[config.mk]
export PLATFORM = sky130hd
export DESIGN_NAME = shiftleft_seq
export DESIGN_NICKNAME = d
export VERILOG_FILES = /design/src/rtl/urcpu_pkg.sv /design/src/rtl/shiftleft_seq.sv
export SDC_FILE = /design/constraint.sdc
export NUM_CORES = 1
export LEC_CHECK = 0
export BUFFER_PORTS_ARGS = -buffer_cell sky130_fd_sc_hd__buf_4
export CORE_MARGIN = 8
export CORE_UTILIZATION = 41
export CTS_CLUSTER_DIAMETER = 60
export CTS_CLUSTER_SIZE = 12
export DETAILED_ROUTE_END_ITERATION = 12
export PLACE_DENSITY = 0.75
export RECOVER_POWER = 25
export SETUP_SLACK_MARGIN = 0.02
export SLEW_MARGIN = 20
export SYNTH_ARGS = -nofsm -noshare
export SYNTH_HDL_FRONTEND = slang
export SYNTH_SLANG_ARGS = --single-unit
[constraint.sdc]
create_clock -name clk -period 1.5 [get_ports clk]
set_input_delay 0.225 -clock clk [delete_from_list [all_inputs] [get_ports clk]]
set_output_delay 0.225 -clock clk [all_outputs]
set_load 0.05 [all_outputs]
[src/rtl/urcpu_pkg.sv]
// Shared URCPU datapath constants: operand width, shift counter width and the
// state encoding used by the sequential shift units.
package urcpu_pkg;

  localparam int URCPU_DATA_WIDTH = 20;
  // Counter must be able to hold the value DATA_WIDTH itself, not just DATA_WIDTH-1.
  localparam int URCPU_CNT_WIDTH  = $clog2(URCPU_DATA_WIDTH + 1);

  typedef enum logic [1:0] {
    IDLE  = 2'd0,
    SHIFT = 2'd1,
    DONE  = 2'd2
  } shift_state_e;

endpackage

[src/rtl/shiftleft_seq.sv]
// Multi-cycle logical left shifter: one bit per clock, result and last bit
// shifted out returned over a valid/ready handshake.
module shiftleft_seq
  import urcpu_pkg::*;
#(
  parameter int DATA_WIDTH = URCPU_DATA_WIDTH,
  parameter int CNT_WIDTH  = URCPU_CNT_WIDTH
) (
  input  logic                  clk,
  input  logic                  rst_n,
  input  logic                  start_valid,
  output logic                  start_ready,
  input  logic [DATA_WIDTH-1:0] data_in,
  input  logic [DATA_WIDTH-1:0] shift_amount,
  output logic                  out_valid,
  input  logic                  out_ready,
  output logic [DATA_WIDTH-1:0] data_out,
  output logic                  carry_out,
  output logic                  busy
);

  shift_state_e          r_state;
  shift_state_e          w_nextState;
  logic [DATA_WIDTH-1:0] r_shreg;
  logic                  r_carry;
  logic [CNT_WIDTH-1:0]  r_count;
  logic [CNT_WIDTH-1:0]  w_clampCnt;
  logic                  w_accept;

  // Compare on the full operand width so large amounts never alias to small ones.
  always_comb begin
    w_clampCnt = shift_amount[CNT_WIDTH-1:0];
    if (shift_amount >= DATA_WIDTH'(DATA_WIDTH)) begin
      w_clampCnt = CNT_WIDTH'(DATA_WIDTH);
    end
  end

  assign w_accept = (r_state == IDLE) && start_valid;

  always_ff @(posedge clk or negedge rst_n) begin
    if (!rst_n) begin
      r_state <= IDLE;
    end else begin
      r_state <= w_nextState;
    end
  end

  always_comb begin
    w_nextState = r_state;
    case (r_state)
      IDLE: begin
        if (start_valid) begin
          w_nextState = (w_clampCnt == '0) ? DONE : SHIFT;
        end
      end
      SHIFT: begin
        if (r_count == CNT_WIDTH'(1)) begin
          w_nextState = DONE;
        end
      end
      DONE: begin
        if (out_ready) begin
          w_nextState = IDLE;
        end
      end
      default: w_nextState = IDLE;
    endcase
  end

  always_comb begin
    start_ready = (r_state == IDLE);
    out_valid   = (r_state == DONE);
    busy        = (r_state == SHIFT) || (r_state == DONE);
  end

  always_ff @(posedge clk or negedge rst_n) begin
    if (!rst_n) begin
      r_shreg <= '0;
      r_carry <= 1'b0;
      r_count <= '0;
    end else if (w_accept) begin
      r_shreg <= data_in;
      r_carry <= 1'b0;
      r_count <= w_clampCnt;
    end else if (r_state == SHIFT) begin
      r_carry <= r_shreg[DATA_WIDTH-1];
      r_shreg <= {r_shreg[DATA_WIDTH-2:0], 1'b0};
      r_count <= r_count - CNT_WIDTH'(1);
    end
  end

  assign data_out  = r_shreg;
  assign carry_out = r_carry;

endmodule

# == Yosys cells after proc, flatten, opt, wreduce, memory -nomap -nowiden ==
# Cells that the tools add are included.
# word_totals
word_cells,30
input_bits,44
ff_bits,28
out_inout_bits,24
# classes
muxes,12
magnitude_cmp,1
n_reduce_logical,6
n_eq_ne,6
n_addsub,1
# ops
op,count
20-bit two-way mux,2
"20-bit by 5-bit >= comparator with 1-bit output, second input constant",1
5-bit two-way mux,3
2-bit two-way mux,4
2-bit case mux with 3 select lines,1
"5-bit by 1-bit == test with 1-bit output, second input constant",1
5-bit zero test,1
"5-bit by 1-bit subtractor with 5-bit output, second input constant",1
"2-bit != test, second input constant",2
3-bit AND reduction,1
"2-bit by 1-bit == test with 1-bit output, second input constant",1
"2-bit == test, second input constant",1
2-bit zero test,1
1-bit two-way mux,2
"2-bit by 1-bit != test with 1-bit output, second input constant",1
2-bit nonzero test,1
1-bit logical AND,1
1-bit logical OR,1

# == Logic depth before layout (Yosys ltp) ==
# Gate-level depths: netlist of run 1.
# logic_depth
ltp_word,6
mapped_depth,7
depth_no_buf,6

# == Least setup slack after synthesis of run 1 ==
# Ideal clock, no wire load.
# synth_timing
path_kind,reg2reg
startpoint,register r_state[0]
endpoint,register r_count[2]
setup_slack_ns,-0.428
setup_time_ns,0.141
arrival_ns,1.787
period_less_slack_ns,1.928
stages_incl_launch_ff,6
path_buffers,0
path_cell_list,dfrtp_1 -> inv_1 -> ha_1 -> nand2_1 -> nor3_1 -> a22oi_1
# synth_via
elab_chain_len,3
# synth_lines
element,line_no,text
"start, declared",shiftleft_seq.sv:22,shift_state_e r_state;
"start signal, assigned",shiftleft_seq.sv:44,r_state <= w_nextState;
2-bit zero test (*),--,
named net start_ready,shiftleft_seq.sv:12,"output logic start_ready,"
1-bit logical AND (*),shiftleft_seq.sv:38,assign w_accept = (r_state == IDLE) && start_valid;
5-bit two-way mux / 2-bit nonzero test (equally long branches),--,
"end signal, assigned",shiftleft_seq.sv:84,r_count <= w_clampCnt;
"end signal, assigned",shiftleft_seq.sv:88,r_count <= r_count - CNT_WIDTH'(1);
"end, declared",shiftleft_seq.sv:26,logic [CNT_WIDTH-1:0] r_count;
# The timed path passes the listed nets; every way through them passes the cells marked *.
# A chain may end at the register's enable or synchronous reset.

# == Final worst setup path of run 1 ==
# layout_timing
startpoint,register r_count[1]
endpoint,register r_state[0]
# layout_via
elab_chain_len,3
# layout_lines
element,line_no,text
5-bit by 1-bit == test with 1-bit output,shiftleft_seq.sv:57,if (r_count == CNT_WIDTH'(1)) begin
2-bit != test (no source line),--,
3-bit AND reduction (no source line),--,
# No other way between the ends.

==> results_dict.tcl, run 1 <==
set metrics [dict create \
    die_area_um2 5660 \
    cts_sinks 28 \
    synth_edf_count 0 \
    io_pins 68 \
    cp-end-kind "flop" \
    relSlewSlack_pct 53.8 \
    clock.fmax_mhz 562 \
    grt_pass1_wl_mm 6.33 \
    dr.first_iter.drc_count 112 \
    yosysWarnings 0 \
    overflow 0 \
    critPathSlowestCell "or4b_4" \
    vias 1381 \
    viasPerCell 5.15 \
    dr.pass1.iters 4 \
    antenna_cells 0 \
    worstSetupPathType "flop to flop" \
    cellPowerDensity_nw_per_um2 2400 \
    drt_wl_total_mm 4.09 \
    maxSlewViolCount 0 \
    antenna_found_initial 0 \
    pre_cts_ws_ns -0.242 \
    grt_pass1_vias 1466 \
    path_clk_slew_ns 0.15 \
    max_cap_viol_count 0 \
    async_flop_share_pct 100 \
    tns_ns -0.551 \
    cts_tree "yes" \
    crit_required_ns 1.77 \
    rows 21 \
    cp_max_fo 2 \
    ys_ff_latch 28 \
    nNetsFinal 272 \
    vdd_drop_max_uv 980 \
    clock_latency_ns 0.33 \
    drc 0 \
    syn_area_um2 1440 \
    core-area_um2 3360 \
    syn_nets 191 \
    outcome "finished with violations" \
    area_delta_synth_final_pct 56.0 \
    wl_per_cell_um 15.3 \
    crit_path_start "r_count[1]" \
    setup_viol 3 \
    place.detailed.hpwl_mm 3.07 \
    synth-seq-area-share_pct 48.7 \
    r2r_cells 7 \
    io_buffers 67 \
    ys_types 30 \
    fin_crit_ns 1.78 \
    netlist_instances 142 \
    ant_nets 0 \
    r2r_setup_slack_ns -0.28 \
    clockBufferDepth 2 \
    hp-class "primary input to flop" \
    die_y_um 75.3 \
    p_leak_nw 1.05 \
    crit_path_end "r_state[0]" \
    die_x_um 75.3 \
    n_fill_cell 276 \
    r2r-start "r_count[1]" \
    htreeDepth 1 \
    root_buffer "clkbuf_4" \
    start_util_pct 42.8 \
    drive_gt1_share_pct 45.9 \
    slowest_delay_ns 0.44 \
    power_mw 5.40 \
    skew_ns 0.00634 \
    tritoncts.num_buffers 3 \
    critical_path_buf_inv_count 2 \
    grt_max_degree 44 \
    place_congestion 0.763 \
    violations "setup timing" \
    cp_top_family "simple AND/OR/NAND/NOR gates" \
    crit_arrival_ns 2.04 \
    fin_crit_sh_pct 119 \
    cp.depth 7 \
    finalHoldViolCount 0 \
    start_kind "flop" \
    synth_area_per_cell_um2 10.1 \
    rsz0062_at_grt "true" \
    tightest_slew_ns 0.693 \
    setup_ws_ns -0.278 \
    synth_ff_type "dfrtp_1" \
    worstReg2RegEnd "r_state[0]" \
    crit_chain "inv_2 -> ha_4 -> or4b_4 -> a222oi_1 -> buf_4 -> nand2_1 -> o22ai_1" \
    gr-usage-all-layers_pct 14.1 \
]
## registers in the layout (all words and copies together) (netlist names)
| signal | count |
|---|---|
| r_count | 5 |
| data_out | 20 |
| carry_out | 1 |
| r_state | 2 |
## worst min path at each step
stage               cells past startpoint  startpoint          end
floorplan                               0       rst_n    carry_out
global placement                        1       rst_n   r_state[1]
detailed placement                      1       rst_n   r_count[4]
CTS                                     3  data_in[0]  data_out[0]
global route                            3  data_in[0]  data_out[0]
finish                                  3  data_in[0]  data_out[0]
## tightest hold or removal path, stage by stage
cell and delay, ns:
buf_4 0.08, nand2_1 0.03, o21ai_0 0.06
## final cells by class
cell class	count	area, µm²	share of cell area, %
Sequential cell	28	701	31.2
Clock buffer	4	36.3	1.62
Multi-Input combinational cell	100	759	33.8
Timing Repair Buffer	83	666	29.6
Inverter	7	26.3	1.17
Tap cell	46	57.6	2.56
## where the power goes
group	switching [mW]	internal (mW)	total, mW
combinational	2.17	1.46	3.63
clock	0.225	0.149	0.373
sequential	0.279	1.12	1.40
total	2.67	2.72	5.40
## placed cells by master (no fill, tap or decap), drive strengths merged
cell	count
nor3	3
ha	5
dfrtp	28
xnor2	1
o22ai	1
nor4b	1
clkinv	1
and2	1
nand2b	1
or4b	1
nand2	5
a222oi	1
xor2	3
dlygate4sd3	1
clkbuf	5
or4	1
nand3	1
o21ai	2
inv	6
o21a	1
a221o	1
buf	81
a22oi	1
mux2i	21
a21oi	20
o22a	1
nor4	5
a22o	3
nor2	20
## synth_stat cells (all sizes together) (3+ instances only)
library cell  count  share of area, %
xor2              3               1.8
nor3              3               1.0
dfrtp            28                49
a21oi            20               7.0
a22o              3               1.8
nor2             20               5.2
inv               6               1.6
nor4              5               2.2
nand2             5               1.5
buf               3               1.2
clkbuf            4               1.0
mux2i            21                15
ha                5               4.3
## repair_timing
item / CTS / global route
gates cloned: 0 / 0
hold buffers: 1 / 0
endpoints found under the hold margin: 28 / 0
setup buffers: 4 / 2
pin swaps: 3 / 3
endpoints found under the setup margin: 14 / 16
resized for setup: 13 / 10
## routing by layer
layer | global-route usage [%] | wire length [µm] | share of wire, %
met3 | 2.66 | 245 | 6.0
met4 | 4.48 | 53 | 1.3
met5 | 0 | 0 | 0
met2 | 26.3 | 2270 | 55
met1 | 15.4 | 1520 | 37
## stage by stage
stage                     cells  cell area, µm²  hold WS, ns  utilization (%)
final                       268            2250       0.0875             66.8
after global routing        268            2250        0.101             66.8
after CTS                   267            2200       0.0848             65.4
after detailed placement    260            2090        0.162             62.0
after global placement      260            2090        0.160             62.0
after floorplan             142            1460      -0.0706                -
## logic make-up (layout without fill, tap and decap cells)
group / Yosys count / in the layout / synth area share [%]
compound gates: 31 / 31 / 12.9
xor+xnor: 4 / 4 / 2.43
fa+ha+maj: 5 / 5 / 4.34
buf+inv: 14 / 94 / 4.08
flops: 28 / 28 / 48.7
mux: 21 / 21 / 14.6
simple gates: 39 / 39 / 12.9
No activity file was read; power rests on OpenSTA's default activity.
==> run 2, diff against run 1 <==
CORE_ASPECT_RATIO = 0.6   (was not set)
==> results_dict.tcl, run 2 (synthesis results as in run 1) <==
set metrics [dict create \
    p_leak_nw 1.06 \
    gr-usage-all-layers_pct 14.2 \
    outcome "finished with violations" \
    root_buffer "clkbuf_8" \
    crit_chain "inv_2 -> ha_4 -> or4b_1 -> a222oi_1 -> buf_4 -> buf_6 -> nand2_2 -> o22ai_2" \
    met2WireLength_mm 2.11 \
    crit_required_ns 1.70 \
    area_delta_synth_final_pct 57.7 \
    wl_per_cell_um 16.1 \
    tns_ns -0.722 \
    met1_length_mm 1.81 \
    post-route-util_pct 68.8 \
    n_fill_cell 264 \
    top_layer "met4" \
    place.detailed.hpwl_mm 3.25 \
    power_mw 5.59 \
    skew_ns 0.00227 \
    slowest_delay_ns 0.43 \
    final_cell_mix "buf_4, dfrtp_1, mux2i_1" \
    io_buffers 67 \
    tightest_slew_ns 0.698 \
    vdd_drop_max_uv 1130 \
    tritoncts.num_buffers 3 \
    fin_crit_sh_pct 122 \
    die_area_um2 5730 \
    relSlewSlack_pct 53.5 \
    antenna_cells 0 \
    setup_viol 5 \
    critPathSlowestCell "or4b_1" \
    cellPowerDensity_nw_per_um2 2460 \
    grt_pass1_vias 1397 \
    maxSlewViolCount 0 \
    htreeDepth 1 \
    rsz0062_at_grt "true" \
    cts_tree "yes" \
    ant_nets 0 \
    violations "setup timing" \
    start_util_pct 43.6 \
    cp_max_fo 2 \
    clock.fmax_mhz 545 \
    die_x_um 92.5 \
    clockBufferDepth 2 \
    hp-class "primary input to flop" \
    final_common_cell "buf_4" \
    core-area_um2 3300 \
    wl_met3_um 353 \
    crit_arrival_ns 2.04 \
    rows 16 \
    start_kind "flop" \
    clock_latency_ns 0.27 \
    finalHoldViolCount 0 \
    drc 0 \
    nNetsFinal 273 \
    io_pins 68 \
    drt_wl_total_mm 4.32 \
    worstSetupPathType "flop to flop" \
    holdWs_ns 0.186 \
    drive_gt1_share_pct 46.6 \
    dr.pass1.iters 4 \
    viasPerCell 5.17 \
    largest_reg_flops 20 \
    place_congestion 0.826 \
    pre_cts_ws_ns -0.263 \
    path_clk_slew_ns 0.09 \
    fin_crit_ns 1.83 \
    vias 1386 \
    die_y_um 61.9 \
    setup_ws_ns -0.334 \
    grt_pass1_wl_mm 6.60 \
    cts_sinks 28 \
    overflow 0 \
    antenna_found_initial 0 \
    max_cap_viol_count 0 \
    cp-end-kind "flop" \
    dr.first_iter.drc_count 36 \
    grt_max_degree 29 \
]
-- run 2: cell types whose count changed in the layout (fill, tap and decap cells not counted), sizes merged --
cell and delta:
buf +1
-- run 2: path summary, 6_finish.rpt --
path                             from           end  slack, ns  cells after the start
hold reg to reg             carry_out     carry_out       0.54                      2
min in group asynchronous       rst_n    r_state[1]       0.53                      2
setup reg to reg           r_count[1]    r_state[0]      -0.33                      8
setup / recovery           r_count[1]    r_state[0]      -0.33                      8
hold / removal             data_in[0]   data_out[0]       0.19                      3
max in group asynchronous       rst_n  data_out[13]       0.53                      2
-- run 2: final cells by class --
cell class                      instances  area [µm²]  share of cell area (%)
Inverter                                7        26.3                    1.16
Clock buffer                            4        55.1                    2.42
Timing Repair Buffer                   84         661                    29.1
Multi-Input combinational cell        100         772                    34.0
Tap cell                               45        56.3                    2.48
Sequential cell                        28         701                    30.9
-- run 2: critical path, delay by kind of cell (launching register included) --
kind / cells / cell delay (ns)
fa+ha+maj: 1 / 0.12
simple gates: 2 / 0.47
flops: 1 / 0.42
compound gates: 2 / 0.39
buf+inv: 3 / 0.37
-- run 2: what timing repair did --
action / in CTS / in global routing
gates cloned: 0 / 0
pin swaps: 1 / 7
gates resized for setup: 6 / 19
endpoints found under the setup margin: 17 / 24
endpoints found under the hold margin: 28 / 0
buffers inserted: 2 / 3
hold buffers: 1 / 0
-- run 2: per-layer routing --
| layer | track usage, % | up-vias |
|---|---|---|
| met5 | 0 | - |
| met4 | 2.95 | 0 |
| met3 | 5.52 | 4 |
| met2 | 25.8 | 53 |
| met1 | 15.8 | 664 |
| li1 | - | 665 |
-- run 2: through the flow --
stage               instances  cell area [µm²]
finish                    268             2270
global route              268             2270
CTS                       267             2190
detailed placement        260             2080
global placement          260             2080
floorplan                 142             1460
-- run 2: power breakdown --
part / switching (mW) / internal [mW] / total [mW]
combinational: 2.23 / 1.48 / 3.72
sequential: 0.293 / 1.12 / 1.41
clock: 0.228 / 0.235 / 0.462
total: 2.75 / 2.84 / 5.59
